**src/rtl/maxpool_blk_pkg.sv**
```systemverilog
// Shared definitions for the conv/pool datapath.
//   DATA_WIDTH_DEF : default signed sample width, matching the conv_blk result width
//   MAX_W          : widest sample the shared compare helper supports
//   smax()         : signed max-of-two over MAX_W bits. Narrower samples are
//                    sign-extended to MAX_W before the call.
package maxpool_blk_pkg;

  localparam int DATA_WIDTH_DEF = 48;
  localparam int MAX_W          = 64;

  function automatic logic signed [MAX_W-1:0] smax(
    input logic signed [MAX_W-1:0] a,
    input logic signed [MAX_W-1:0] b
  );
    return (a > b) ? a : b;
  endfunction

endpackage

```
**src/rtl/max_cmp.sv**
```systemverilog
// Combinational signed maximum of two samples.
//   a_i, b_i : signed operands, DATA_WIDTH bits (DATA_WIDTH <= MAX_W)
//   max_o    : the larger of a_i and b_i
module max_cmp
  import maxpool_blk_pkg::*;
#(
  parameter int DATA_WIDTH = DATA_WIDTH_DEF
) (
  input  logic signed [DATA_WIDTH-1:0] a_i,
  input  logic signed [DATA_WIDTH-1:0] b_i,
  output logic signed [DATA_WIDTH-1:0] max_o
);

  logic signed [MAX_W-1:0] a_ext;
  logic signed [MAX_W-1:0] b_ext;
  logic                    a_wins;

  // The size cast of a signed operand sign-extends, so the compare is exact.
  assign a_ext  = MAX_W'(a_i);
  assign b_ext  = MAX_W'(b_i);
  // Select the original operand rather than truncating the wide result back down.
  assign a_wins = (smax(a_ext, b_ext) == a_ext);
  assign max_o  = a_wins ? a_i : b_i;

endmodule

```
**src/rtl/maxpool_blk.sv**
```systemverilog
// 2x2, stride-2 max pooling over a streamed FM_SIZE x FM_SIZE raster.
//   i_clk  : clock, rising edge
//   i_rst  : synchronous active-high reset
//   i_en   : i_data valid strobe. The block is always ready and has no backpressure.
//   i_data : signed sample, row-major raster order
//   o_en   : o_data valid, one cycle after the beat that completes a 2x2 window
//   o_data : pooled maximum. It holds its last value while o_en=0.
//   o_done : pulses with the final pooled output of each frame
// Handshake: a beat transfers on every cycle with i_en=1. An output transfers
// on every cycle with o_en=1. Neither side can stall.
module maxpool_blk
  import maxpool_blk_pkg::*;
#(
  parameter int FM_SIZE    = 4,
  parameter int DATA_WIDTH = DATA_WIDTH_DEF
) (
  input  logic                         i_clk,
  input  logic                         i_rst,
  input  logic                         i_en,
  input  logic signed [DATA_WIDTH-1:0] i_data,
  output logic                         o_en,
  output logic signed [DATA_WIDTH-1:0] o_data,
  output logic                         o_done
);

  localparam int P_SIZE = FM_SIZE / 2;
  localparam int SPAN   = 2 * P_SIZE;  // rows/cols that take part in pooling
  // One extra bit keeps the counters at least 2 bits wide and lets them hold SPAN.
  localparam int CW     = $clog2(FM_SIZE) + 1;
  localparam int PW     = (P_SIZE > 1) ? $clog2(P_SIZE) : 1;

  logic [CW-1:0] col_q, col_d;
  logic [CW-1:0] row_q, row_d;

  logic signed [DATA_WIDTH-1:0] held_q, held_d;
  logic signed [DATA_WIDTH-1:0] rowbuf_q [P_SIZE];

  logic                         o_en_q, o_en_d;
  logic                         o_done_q, o_done_d;
  logic signed [DATA_WIDTH-1:0] o_data_q, o_data_d;

  logic [PW-1:0]                bidx;
  logic                         in_win;
  logic                         buf_we;
  logic                         emit;
  logic                         last_win;
  logic signed [DATA_WIDTH-1:0] pair_max;
  logic signed [DATA_WIDTH-1:0] quad_max;

  assign bidx   = PW'(col_q >> 1);
  // With an odd FM_SIZE, the last column and the last row fall outside this window.
  assign in_win = (col_q < CW'(SPAN)) && (row_q < CW'(SPAN));

  // Even row: the horizontal pair max is parked in the row buffer.
  // Odd row: it is combined with the parked value to finish the window.
  assign buf_we   = i_en && in_win && !row_q[0] && col_q[0];
  assign emit     = i_en && in_win &&  row_q[0] && col_q[0];
  assign last_win = (row_q == CW'(SPAN - 1)) && (col_q == CW'(SPAN - 1));

  max_cmp #(.DATA_WIDTH(DATA_WIDTH)) u_cmp_pair (
    .a_i   (held_q),
    .b_i   (i_data),
    .max_o (pair_max)
  );

  max_cmp #(.DATA_WIDTH(DATA_WIDTH)) u_cmp_quad (
    .a_i   (pair_max),
    .b_i   (rowbuf_q[bidx]),
    .max_o (quad_max)
  );

  always_comb begin
    col_d    = col_q;
    row_d    = row_q;
    held_d   = held_q;
    o_en_d   = 1'b0;
    o_done_d = 1'b0;
    o_data_d = o_data_q;
    if (i_en) begin
      if (col_q == CW'(FM_SIZE - 1)) begin
        col_d = '0;
        row_d = (row_q == CW'(FM_SIZE - 1)) ? '0 : row_q + CW'(1);
      end else begin
        col_d = col_q + CW'(1);
      end
      if (in_win && !col_q[0]) begin
        held_d = i_data;
      end
      if (emit) begin
        o_en_d   = 1'b1;
        o_data_d = quad_max;
        o_done_d = last_win;
      end
    end
  end

  always_ff @(posedge i_clk) begin
    if (i_rst) begin
      col_q    <= '0;
      row_q    <= '0;
      held_q   <= '0;
      o_en_q   <= 1'b0;
      o_done_q <= 1'b0;
      o_data_q <= '0;
    end else begin
      col_q    <= col_d;
      row_q    <= row_d;
      held_q   <= held_d;
      o_en_q   <= o_en_d;
      o_done_q <= o_done_d;
      o_data_q <= o_data_d;
    end
  end

  // The row buffer has no reset. Every entry is rewritten on the even row
  // before the odd row reads it.
  always_ff @(posedge i_clk) begin
    if (!i_rst && buf_we) begin
      rowbuf_q[bidx] <= pair_max;
    end
  end

  assign o_en   = o_en_q;
  assign o_done = o_done_q;
  assign o_data = o_data_q;

endmodule

```
**config.mk**
```make
export PLATFORM = sky130hd
export DESIGN_NAME = maxpool_blk
export DESIGN_NICKNAME = d
export VERILOG_FILES = /design/src/rtl/maxpool_blk_pkg.sv /design/src/rtl/max_cmp.sv /design/src/rtl/maxpool_blk.sv
export SDC_FILE = /design/constraint.sdc
export NUM_CORES = 1
export LEC_CHECK = 0
export CAP_MARGIN = 20
export CORE_MARGIN = 3
export CORE_UTILIZATION = 45
export CTS_BUF_LIST = sky130_fd_sc_hd__clkbuf_8
export DETAILED_ROUTE_END_ITERATION = 6
export PLACE_DENSITY = 0.62
export RECOVER_POWER = 50
export SYNTH_ARGS = -nofsm -noshare
export SYNTH_HDL_FRONTEND = slang
export SYNTH_SLANG_ARGS = --single-unit
```
**constraint.sdc**
```tcl
create_clock -name i_clk -period 9.3 [get_ports i_clk]
set_input_delay 1.86 -clock i_clk [delete_from_list [all_inputs] [get_ports i_clk]]
set_output_delay 1.86 -clock i_clk [all_outputs]
set_load 0.02 [all_outputs]
```
==> results.toml <==
[synthesis]
synth_nets = 1520
syn_inst = 1371
yosysTopAreaCell = "edfxtp_1"
ys_ff_latch = 201
avgSynthCellArea_um2 = 9.23
postSynth.asyncResetShare = 0
ys_types = 58
synthTopCellsByArea = "edfxtp_1 (23%), dfxtp_1 (17%), ha_1 (9.7%), mux2i_1 (6.6%), mux2_2 (5.3%)"
yosysTopAreaCellShare = 0.228
ys.flop_type = "dfxtp_1"
ys_warn_count = 0
synth_edf_count = 96
netlist_area_mm2 = 0.0127
ys_seq_area_frac = 0.394

[global_routing]
grt_pass1_wl_um = 58500
antenna_found_initial = 0
grt_usage = 0.248
grt_overflow = 0
grt_max_degree = 64
grt_pass1_vias = 10100

[clock_network]
cts-htree-levels = 2
cts_buffers = 38
postCtsSetupBuffers = 0
cts_hold_buf = 0
cts_resized = 0
clockBufferDepth = 3
clkTransAtPathRegs_ns = 0.06
cts_sinks = 201
root_buffer = "clkbuf_8"
clkLatencyLatePin_ns = 0.54
cts_tree = "yes"

[layout]
layout_commonest_cell = "nand2_1"
syn2layout_area_growth_pct = 16.4
finalNonFillerCells = 1866
antennaDiodeCount = 0
layout_common_cells = "nand2_1 (176), inv_1 (160), dfxtp_1 (104)"
fin_util = 0.539
fillCellCount = 2560
fin_nets = 1614
drive_gt1_frac = 0.0897

[pwr]
netSwitchingFraction = 0.322
power.switching_mw = 0.781
pwr-share-comb = 0.238
power_frac_seq = 0.410
powerDensity_mw_per_mm2 = 164
internal_power_mw = 1.64
p_leak_nw = 6.54
vdd_drop_max_mv = 0.0935
p_clk_frac = 0.352

[timing]
rsz0062_at_grt = "false"
hold_viol = 0
relSlewSlack = -1.03
finalCritPeriodShare = 0.911
fin_skew_ns = 0.0147
tightest_slew_ns = 3.05
fmax_ghz = 0.118
setup-violations-final = 0
fin_tns_setup_ns = 0
period_minus_slack_ns = 8.47
slew_viol_final = 174

[floorplanning]
die_h_um = 174
core-area_mm2 = 0.0273
initial_core_util = 0.463
rows = 60
die_x_um = 174
pin_count = 101
dieArea_mm2 = 0.0302

[place]
dp_cells = 1797
hpwlAfterDp_um = 26800
port_buffers = 100
gp_congestion = 0.912

[setup_path]
r2r_cells = 20
arrival_ns = 8.88
cp.required_ns = 9.71
cp_max_fo = 63
critPathKind = "primary input to flop"
end_kind = "flop"
start_kind = "primary input"

[route]
drcViolationCount = 0
viasPerCell = 5.65
vias = 10600
wl_um = 38300
dr.pass1.iters = 6
first_iter_violations = 913
ant_nets = 0
wl_per_cell_um = 20.5

[job]
cap_violations = 4

[outcome]
violations = "max-capacitance violations, max-slew violations"
status = "finished, violations left"

[min_path]
worstHoldPathCells = 2
hp-class = "flop to flop"
-- synth_stat cells, types with 6 or more instances --
master and count:
mux2i_1 84, mux2_2 60, o21ai_0 21, nor2b_1 7, o22ai_1 51, and2_1 47, a21o_1 10, nor4_1 18
buf_1 6, nor3b_1 10, dfxtp_1 105, edfxtp_1 96, nand4_1 25, xnor2_1 15, nor2_1 59, o32ai_1 12
a31oi_1 48, nand3_1 6, clkbuf_1 39, buf_2 8, inv_1 146, nor3_1 17, a21oi_1 89, xor2_1 49
ha_1 98, nand2_1 176
-- area by class of cell --
class                           count  area (um2)  share of cell area
Multi-Input combinational cell    962        6860               0.466
Sequential cell                   201        4990               0.339
Timing Repair Buffer              116        1130              0.0770
Clock buffer                       40         551              0.0374
Inverter                          146         548              0.0372
Tap cell                          372         465              0.0316
Clock inverter                     29         184              0.0125
-- metal layers --
metal	vias up	share of wire	global-route usage
li1	5069	-	-
met5	-	0	0
met2	371	0.44	0.385
met4	0	0.029	0.0767
met3	60	0.077	0.0552
met1	5050	0.45	0.345
-- worst paths after layout --
kind	from	to	slack, ns
max	i_data[14]	o_data[40]$_SDFFE_PP0P_	0.83
min	row_q[2]$_SDFFE_PP0P_	row_q[2]$_SDFFE_PP0P_	0.47
max reg2reg	held_q[14]$_SDFFE_PP0P_	o_data[40]$_SDFFE_PP0P_	2.45
min reg2reg	row_q[2]$_SDFFE_PP0P_	row_q[2]$_SDFFE_PP0P_	0.47
-- stage by stage --
stage	total power [mW]	cell area, um2	setup WS [ns]	hold WS, ns
after global routing	2.53	14700	0.329	0.482
after CTS	2.43	14800	0.900	0.464
final	2.42	14700	0.831	0.475
after detailed placement	1.58	14000	0.355	0.452
after global placement	1.57	14000	0.496	0.444
after floorplan	1.39	12700	1.49	0.432
-- cells by family (layout without fill, tap and decap cells) --
group / after synthesis / in the layout / share of synthesized area
buffers and inverters: 208 / 331 / 0.0664
AND/OR/NAND/NOR: 394 / 394 / 0.151
multiplexers: 146 / 146 / 0.122
adder cells (fa/ha/maj): 98 / 98 / 0.0969
flip-flops: 201 / 201 / 0.394
XOR/XNOR: 64 / 64 / 0.0443
AO/OA/AOI/OAI: 260 / 260 / 0.126
-- critical path: stages --
cell,delay (ns)
clkdlybuf4s50_1,0.63
inv_1,0.08
ha_1,0.32
nand4_1,0.25
a2111oi_0,0.88
o2111a_1,0.34
nor4_1,0.09
a211oi_4,0.38
buf_12,0.38
mux2i_1,0.36
inv_1,0.14
ha_1,0.38
nand4_1,0.18
nor4_1,0.38
nand2_1,0.17
or3_1,0.41
o41ai_1,0.36
mux2i_1,0.19
a21oi_4,0.15
buf_4,0.57
a31oi_1,0.18
o22ai_1,0.16
-- power by group through the flow --
stage | registers (mW) | logic, mW | clock network, mW
3_5_place_dp | 1.01 | 0.570 | 0
4_1_cts | 0.992 | 0.574 | 0.865
5_1_grt | 0.996 | 0.632 | 0.903
3_3_place_gp | 1.01 | 0.560 | 0
6_report | 0.993 | 0.577 | 0.851
2_1_floorplan | 1.00 | 0.386 | 0
-- sequential cells by signal (all words and copies together), names as in the netlist, named ones only --
| name | count |
|---|---|
| o_en | 1 |
| o_done | 1 |
| col_q | 3 |
| held_q | 48 |
| o_data | 48 |
| row_q | 3 |
| rowbuf_q | 96 |
(Power assumes the default switching activity.)
